$ cat src/rtl/joybus_pkg.sv
// Shared constants, FSM state type and baud divisor helper for the JOYBUS->UART bridge.
// No logic, no latency, no flow control.
package joybus_pkg;

  localparam logic [7:0] FRAME_HDR_BASE = 8'hA0;

  typedef enum logic [2:0] {IDLE, LOAD, HDR, DATA, CSUM} state_t;

  function automatic int baud_div(input int clk_freq, input int baud);
    return (clk_freq + baud / 2) / baud;
  endfunction

endpackage

$ cat src/rtl/uart_tx.sv
// 8N1 serializer: start bit drives TX one clk after accept, each bit BAUD_DIV clks.
// Backpressure: tx_ready low from accept until the clk after the stop bit's last clk.
module uart_tx #(
  parameter int BAUD_DIV = 434
) (
  input  logic       clk,
  input  logic       rst_n,
  input  logic       tx_start,
  input  logic [7:0] tx_byte,
  output logic       tx_ready,
  output logic       TX
);

  localparam int CW = $clog2(BAUD_DIV);

  logic          active;
  logic [CW-1:0] baud_cnt;
  logic [3:0]    bit_cnt;
  logic [8:0]    shreg;

  assign tx_ready = ~active;

  // bit_cnt counts bits already on the line; bit 9 is the stop bit
  always_ff @(posedge clk) begin
    if (!rst_n) begin
      active   <= 1'b0;
      baud_cnt <= '0;
      bit_cnt  <= '0;
      shreg    <= '1;
      TX       <= 1'b1;
    end else if (!active) begin
      if (tx_start) begin
        active   <= 1'b1;
        TX       <= 1'b0;
        shreg    <= {1'b1, tx_byte};
        baud_cnt <= '0;
        bit_cnt  <= '0;
      end
    end else if (baud_cnt == CW'(BAUD_DIV - 1)) begin
      baud_cnt <= '0;
      if (bit_cnt == 4'd9) begin
        active <= 1'b0;
        TX     <= 1'b1;
      end else begin
        TX      <= shreg[0];
        shreg   <= {1'b1, shreg[8:1]};
        bit_cnt <= bit_cnt + 4'd1;
      end
    end else begin
      baud_cnt <= baud_cnt + CW'(1);
    end
  end

endmodule

$ cat src/rtl/joybus_uart_bridge.sv
// Captures NUM_CH controller samples, round-robin picks one, frames it (hdr, data MSB first, xor) onto UART.
// Strobe->start bit 4 clks on an idle bridge; no input backpressure, unsent samples overwritten and flagged.
module joybus_uart_bridge
  import joybus_pkg::*;
#(
  parameter int NUM_CH      = 4,
  parameter int DATA_W      = 32,
  parameter int CLK_FREQ    = 50_000_000,
  parameter int BAUD        = 115200,
  parameter int CHANGE_ONLY = 1
) (
  input  logic                     clk,
  input  logic                     rst_n,
  input  logic [NUM_CH*DATA_W-1:0] cntlr_data,
  input  logic [NUM_CH-1:0]        cntlr_data_rdy,
  input  logic [NUM_CH-1:0]        ch_enable,
  input  logic                     overrun_clr,
  output logic [NUM_CH-1:0]        overrun,
  output logic                     busy,
  output logic                     TX
);

  localparam int BAUD_DIV = baud_div(CLK_FREQ, BAUD);
  localparam int NBYTES   = DATA_W / 8;
  localparam int CHW      = (NUM_CH > 1) ? $clog2(NUM_CH) : 1;
  localparam int BCW      = (NBYTES > 1) ? $clog2(NBYTES) : 1;

  state_t state, state_nxt;

  logic [DATA_W-1:0] hold      [NUM_CH];
  logic [DATA_W-1:0] last_sent [NUM_CH];
  logic [NUM_CH-1:0] pending, eligible, accept;
  logic [CHW-1:0]    rr_ptr, ch, winner;
  logic              found;
  int                rr_idx;
  logic [DATA_W-1:0] snap;
  logic [BCW-1:0]    byte_cnt;
  logic [7:0]        csum, hdr_byte, tx_byte;
  logic              tx_start, tx_ready;

  assign eligible = pending & ch_enable;
  assign busy     = (state != IDLE);
  assign hdr_byte = FRAME_HDR_BASE | 8'(ch);

  always_comb begin
    accept = '0;
    for (int c = 0; c < NUM_CH; c++) begin
      accept[c] = cntlr_data_rdy[c] & ch_enable[c] &
                  !((CHANGE_ONLY != 0) && (cntlr_data[c*DATA_W +: DATA_W] == last_sent[c]));
    end
  end

  // first eligible channel at or after rr_ptr, wrapping
  always_comb begin
    winner = rr_ptr;
    found  = 1'b0;
    rr_idx = 0;
    for (int i = 0; i < NUM_CH; i++) begin
      rr_idx = int'(rr_ptr) + i;
      if (rr_idx >= NUM_CH) rr_idx = rr_idx - NUM_CH;
      if (!found && eligible[rr_idx]) begin
        found  = 1'b1;
        winner = CHW'(rr_idx);
      end
    end
  end

  always_ff @(posedge clk) begin
    if (!rst_n) state <= IDLE;
    else        state <= state_nxt;
  end

  always_comb begin
    state_nxt = state;
    tx_start  = 1'b0;
    tx_byte   = '0;
    case (state)
      IDLE: if (found) state_nxt = LOAD;
      LOAD: state_nxt = HDR;
      HDR: begin
        tx_start = 1'b1;
        tx_byte  = hdr_byte;
        if (tx_ready) state_nxt = DATA;
      end
      DATA: begin
        tx_start = 1'b1;
        tx_byte  = snap[DATA_W-1 -: 8];
        if (tx_ready && byte_cnt == BCW'(NBYTES - 1)) state_nxt = CSUM;
      end
      CSUM: begin
        tx_start = 1'b1;
        tx_byte  = csum;
        if (tx_ready) state_nxt = IDLE;
      end
      default: state_nxt = IDLE;
    endcase
  end

  // A strobe landing on the LOAD cycle of its own channel keeps pending set and is not an overrun.
  always_ff @(posedge clk) begin
    if (!rst_n) begin
      rr_ptr   <= '0;
      ch       <= '0;
      snap     <= '0;
      byte_cnt <= '0;
      csum     <= '0;
      pending  <= '0;
      overrun  <= '0;
      for (int c = 0; c < NUM_CH; c++) begin
        hold[c]      <= '0;
        last_sent[c] <= '0;
      end
    end else begin
      for (int c = 0; c < NUM_CH; c++) begin
        if (accept[c]) begin
          hold[c]    <= cntlr_data[c*DATA_W +: DATA_W];
          pending[c] <= 1'b1;
        end else if (state == LOAD && ch == CHW'(c)) begin
          pending[c] <= 1'b0;
        end
        overrun[c] <= (overrun[c] & ~overrun_clr) |
                      (accept[c] & pending[c] & !(state == LOAD && ch == CHW'(c)));
      end
      case (state)
        IDLE: if (found) ch <= winner;
        LOAD: begin
          snap          <= hold[ch];
          last_sent[ch] <= hold[ch];
          rr_ptr        <= (ch == CHW'(NUM_CH - 1)) ? '0 : ch + CHW'(1);
          csum          <= hdr_byte;
          byte_cnt      <= '0;
        end
        DATA: if (tx_ready) begin
          snap     <= snap << 8;
          csum     <= csum ^ snap[DATA_W-1 -: 8];
          byte_cnt <= byte_cnt + BCW'(1);
        end
        default: ;
      endcase
    end
  end

  uart_tx #(.BAUD_DIV(BAUD_DIV)) u_uart_tx (
    .clk      (clk),
    .rst_n    (rst_n),
    .tx_start (tx_start),
    .tx_byte  (tx_byte),
    .tx_ready (tx_ready),
    .TX       (TX)
  );

endmodule

$ cat config.mk
export PLATFORM = sky130hd
export DESIGN_NAME = joybus_uart_bridge
export DESIGN_NICKNAME = d
export VERILOG_FILES = /design/src/rtl/joybus_pkg.sv /design/src/rtl/uart_tx.sv /design/src/rtl/joybus_uart_bridge.sv
export SDC_FILE = /design/constraint.sdc
export NUM_CORES = 1
export LEC_CHECK = 0
export CORE_ASPECT_RATIO = 0.6
export CORE_MARGIN = 5
export CORE_UTILIZATION = 40
export CTS_CLUSTER_SIZE = 24
export DETAILED_ROUTE_END_ITERATION = 12
export HOLD_SLACK_MARGIN = 0.03
export PLACE_DENSITY_LB_ADDON = 0.08
export SYNTH_ARGS = -nofsm -noshare
export SYNTH_HDL_FRONTEND = slang
export SYNTH_SLANG_ARGS = --single-unit
$ cat constraint.sdc
create_clock -name clk -period 4.71 [get_ports clk]
set_input_delay 1.413 -clock clk [delete_from_list [all_inputs] [get_ports clk]]
set_output_delay 1.413 -clock clk [all_outputs]
set_load 0.02 [all_outputs]
-- Yosys cells after proc, flatten, opt, wreduce, memory -nomap -nowiden
Memories as Yosys holds them, arrays and structs flattened. A register that Yosys moved wholly into a read port is not among the register bits.
Cells that the tools add are included.
- register bits after elaboration: 81
- RAM bits: 256
- input bits: 139
- word-level logic and storage cells: 215
- memories kept: 2
- add/subtract/negate cells: 11
- magnitude comparators: 8
- eq/ne operators: 21
- multiplexer cells: 90
- bitwise gates (word level): 32
- reductions and logical operators: 35
- memory list (name ; depth ; bits a word ; rd ports ; clocked after Yosys merged registers in ; wr ports ; RTL line ; RTL):
    hold ; 4 ; 32 ; 1 ; 1 ; 4 ; joybus_uart_bridge.sv:30 ; logic [DATA_W-1:0] hold [NUM_CH];
    last_sent ; 4 ; 32 ; 4 ; 0 ; 4 ; joybus_uart_bridge.sv:31 ; logic [DATA_W-1:0] last_sent [NUM_CH];
- operators by type and width (kind ; number):
    $mux 32 ; 10
    $eq 32x32->1 ; 4
    $lt 32x4->1 const B ; 4
    $pmux 32 s2 ; 1
    $mux 9 ; 7
    $mux 1 ; 46
    $reduce_or 32->1 ; 1
    $pmux 8 s3 ; 1
    $and 1x1->1 ; 20
    $mux 2 ; 9
    $mux 4 ; 4
    $pmux 8 s2 ; 1
    $pmux 3 s5 ; 1
    $ne 2x2->1 const B ; 7
    $mux 3 ; 4
    $reduce_bool 2->1 ; 6
    $sub 3x3->4 const B ; 3
    $logic_not 1->1 ; 11
    $add 9x1->9 const B ; 1
    $eq 9x9->1 const B ; 1
    $ge 3x3->1 const B ; 3
    $bmux 1 s2 ; 4
    $logic_and 1x1->1 ; 8
    $mux 8 ; 1
    other kinds (24) ; 39

-- Depth between registers and ports, before layout
- depth after elaboration: 18
- depth in mapped cells: 8

-- Modules after synthesis
From an unflattened synthesis, not the netlist that was laid out.
- cells, all modules: 1237
- area, all modules: 15771.4 um^2
- modules (own cells, without submodules) (module ; times used ; cells each ; area an instance (um^2)):
    joybus_uart_bridge ; 1 ; 1095 ; 14525.2
    uart_tx ; 1 ; 142 ; 1246.2

-- Least setup slack after synthesis
OpenSTA, ideal clock, no wires.
- path type: input-to-reg
- start: in cntlr_data[98]
- end: mem hold[3][0] (enable)
- arrival: 4089 ps
- required time: 4244 ps
- setup slack: 156 ps
- stages on the path: 5
- path buffers: 0
- cell sequence: xor2_1 -> nor4_2 -> nand4_1 -> nor3_1 -> o21ai_0
- RTL lines (item ; RTL line ; RTL):
    start, declared ; joybus_uart_bridge.sv:14 ; input logic [NUM_CH*DATA_W-1:0] cntlr_data,
    end, declared ; joybus_uart_bridge.sv:30 ;

==> results.sh <==
export IMPL_die_width_um=265
export IMPL_antenna_cells=0
export IMPL_fill_cells=3334
export IMPL_io_pins=145
export IMPL_clk_latency_ps=520
export IMPL_async_flop_share=0
export IMPL_end_kind="flip-flop"
export IMPL_synth_flop_cell="edfxtp_1"
export IMPL_dp_hpwl_um=35000
export IMPL_leakagePower_uw=0.00674
export IMPL_first_iter_violations=1155
export IMPL_p_seq_frac=0.490
export IMPL_drc=0
export IMPL_ctsResizeCount=0
export IMPL_hold_violations=0
export IMPL_core_area_um2=38100
export IMPL_whs_ps=456
export IMPL_netlist_top_cell_by_area="edfxtp_1"
export IMPL_sw_frac_of_total=0.263
export IMPL_cts_made_buffers=35
export IMPL_cts_tree="done"
export IMPL_crit_path_top_delay_cell="nor4_1"
export IMPL_antenna_found_initial=0
export IMPL_synth_compound_area_frac=0.0652
export IMPL_clkSinkCount=338
export IMPL_drv_slew=0
export IMPL_crit_buf_inv=2
export IMPL_syn_avg_cell_area_um2=12.8
export IMPL_drt_vias_per_instance=5.43
export IMPL_ant_nets=0
export IMPL_die_h_um=163
export IMPL_yosys_mux_area_fraction=0.0464
export IMPL_synth_top_family_by_area="simple AND/OR/NAND/NOR gates"
export IMPL_synth_seq_cells=338
export IMPL_cts_root_buf="clkbuf_16"
export IMPL_clkSlewWorstSetupHoldPaths_ps=70
export IMPL_routabilityCongestion=0.827
export IMPL_hold_buffers=0
export IMPL_slowest_delay_ps=770
export IMPL_r2r_start="last_sent[0][16]"
export IMPL_min_period_over_period=0.917
export IMPL_htree_levels=2
export IMPL_rrSetupSlack_ps=1420
export IMPL_setup_worst_path_start_class="input pin"
export IMPL_wl_um=50400
export IMPL_fmax_mhz=231
export IMPL_overflow=0
export IMPL_clkPwrFrac=0.374
export IMPL_synth_top_area_share=0.494
export IMPL_slew_headroom=0.280
export IMPL_synthAdderAreaFrac=0.00724
export IMPL_synth_xor_area_frac=0.0772
export IMPL_wire_per_inst_um=26.5
export IMPL_required_ps=4910
export IMPL_final_nets=1510
export IMPL_min_path_type="flip-flop to flip-flop"
export IMPL_synthCells=1216
export IMPL_grt_max_degree=52
export IMPL_combinationalPowerShare=0.136
export IMPL_synth_commonest_cells="edfxtp_1 (256), and2_1 (210), xnor2_1 (98), nand2_1 (88), dfxtp_1 (82)"
export IMPL_grt_pass1_vias=10000
export IMPL_setup_viol=0
export IMPL_crit_end="hold[0][3]"
export IMPL_initial_core_util=0.409
export IMPL_p_per_area_nw_per_um2=388
export IMPL_rsz0062_at_grt="no"
export IMPL_critical_path_depth=7
export IMPL_r2r_end="hold[0][3]"
export IMPL_numPlacedInstances=1838
export IMPL_crit_start="cntlr_data[16]"
export IMPL_post_cts_setup_buffers=0
export IMPL_syn_to_final_growth_pct=21.0
export IMPL_synth_cell_types=59
export IMPL_fin_util=0.494
export IMPL_grt_pass1_wl_um=71900
export IMPL_drtPass1Iterations=5
export IMPL_status="finished clean"
export IMPL_irDropWorstVdd_mv=0.215
export IMPL_yosys_warnings=0
export IMPL_synth_sequential_area_ratio=0.600
export IMPL_final_area_um2=18800
export IMPL_clock_path_buffers=3
export IMPL_yosys_area_share_simple=0.181
export IMPL_vias=10300
export IMPL_max_cap_viol_count=0
export IMPL_crit_family="simple AND/OR/NAND/NOR gates"
export IMPL_multiInputGateArea_um2=5950
export IMPL_num_rows=55
export IMPL_cp_arrival_ps=4520
export IMPL_grtUsageTotal=0.229
export IMPL_timing_final_crit_period_ps=4320
export IMPL_synth_edff_count=256
export IMPL_synth_area_um2=15500
export IMPL_critical_path_class="input pin to flip-flop"
export IMPL_finalClockSkew_ps=21.5
export IMPL_yosys_cell_count_top_type="edfxtp_1"
export IMPL_internal_power_uw=5390
export IMPL_dieArea_um2=43000
export IMPL_layout_cells_non_filler=1901
export IMPL_seq_area_um2=9330
export IMPL_reg2reg_depth=6
export IMPL_portBuffers=144
export IMPL_path_max_fanout=32
export IMPL_synth_area_leaders="edfxtp_1 (49%), dfxtp_1 (11%), and2_1 (8.5%)"
export IMPL_syn_nets=1364
export IMPL_p_sw_uw=1920
export IMPL_worstMarginPinSlew_ps=1080
export IMPL_crit_chain="clkdlybuf4s50_1, xnor2_1, nand4_1, nor4_1, nand2_1, a31o_2, buf_4"
export IMPL_dpl_instance_area_um2=17700
export IMPL_drive_gt1_frac=0.121
[cell families after synthesis]
family	count (synthesis)
XOR/XNOR	137
AO/OA/AOI/OAI	129
flip-flops	338
buffers and inverters	74
AND/OR/NAND/NOR	497
multiplexers	32
adder cells (fa/ha/maj)	9
[per-layer routing]
layer  track usage  routed length [um]  vias to the layer above
met2         0.330               21200                      375
met3        0.0616                4200                       39
met1         0.355               24400                     5218
met5             0                   0                        -
met4        0.0324                 563                        0
li1              -                   -                     4682
[flip-flops by register name (all words and copies together), names as in the netlist, named ones only]
signal	flops
hold	128
last_sent	128
snap	32
u_uart_tx.baud_cnt	9
csum	8
u_uart_tx.shreg	8
overrun	4
pending	4
u_uart_tx.bit_cnt	4
state	3
byte_cnt	2
ch	2
rr_ptr	2
u_uart_tx.TX	1
u_uart_tx.active	1
[worst min path at each step]
stage                             end         from  depth (start not counted)
after floorplan           byte_cnt[1]  byte_cnt[1]                          2
after global routing      byte_cnt[1]  byte_cnt[1]                          2
after detailed placement  byte_cnt[1]  byte_cnt[1]                          2
after CTS                 byte_cnt[1]  byte_cnt[1]                          2
after global placement    byte_cnt[1]  byte_cnt[1]                          2
final                     byte_cnt[1]  byte_cnt[1]                          2
[layout make-up]
type                            count  share of cell area
Clock buffer                       51              0.0537
Tap cell                          513              0.0341
Multi-Input combinational cell    804               0.316
Clock inverter                     12             0.00486
Timing Repair Buffer              174              0.0930
Inverter                            9             0.00180
Sequential cell                   338               0.496
[placed cells by master (no fill, tap or decap), drive strengths merged, types with 3 or more instances in the layout]
master         instances
a21boi                 5
a21o                   3
a21oi                 26
a22oi                  8
a311oi                25
a31o                  11
a31oi                  6
a32o                   3
and2                 225
and3                  42
buf                   31
clkbuf                51
clkdlybuf4s50        143
clkinv                10
dfxtp                 82
edfxtp               256
ha                     9
inv                    8
mux4                  32
nand2                 88
nand2b                 7
nand3                 10
nand4                 27
nor2                  59
nor2b                  4
nor3                  13
nor3b                  4
nor4                  13
o211a                  5
o21ai                 16
o221ai                 6
xnor2                 98
xor2                  39
[power groups by stage]
stage                     Clock (uW)  Combinational (uW)  Sequential, uW
after floorplan                    0                 546            3570
after global placement             0                 978            3640
after detailed placement           0                 981            3640
after CTS                       2770                 987            3580
after global routing            2900                1050            3600
final                           2740                 991            3580
[worst register-to-register path, delay by kind of cell (launching register included)]
family                 cells  cell delay, ps
flip-flops                 1             380
AND/OR/NAND/NOR            3            1400
buffers and inverters      1             300
XOR/XNOR                   1             600
AO/OA/AOI/OAI              1             280
[metrics by stage]
step                      power [uW]  setup slack, ps  setup TNS (ps)
after floorplan                 4120              156               0
after global placement          4620            -7.40            -105
after detailed placement        4620            -13.8           -91.4
after CTS                       7340              534               0
after global routing            7550              456               0
final                           7310              390               0
Power figures use the tool's default switching activity.
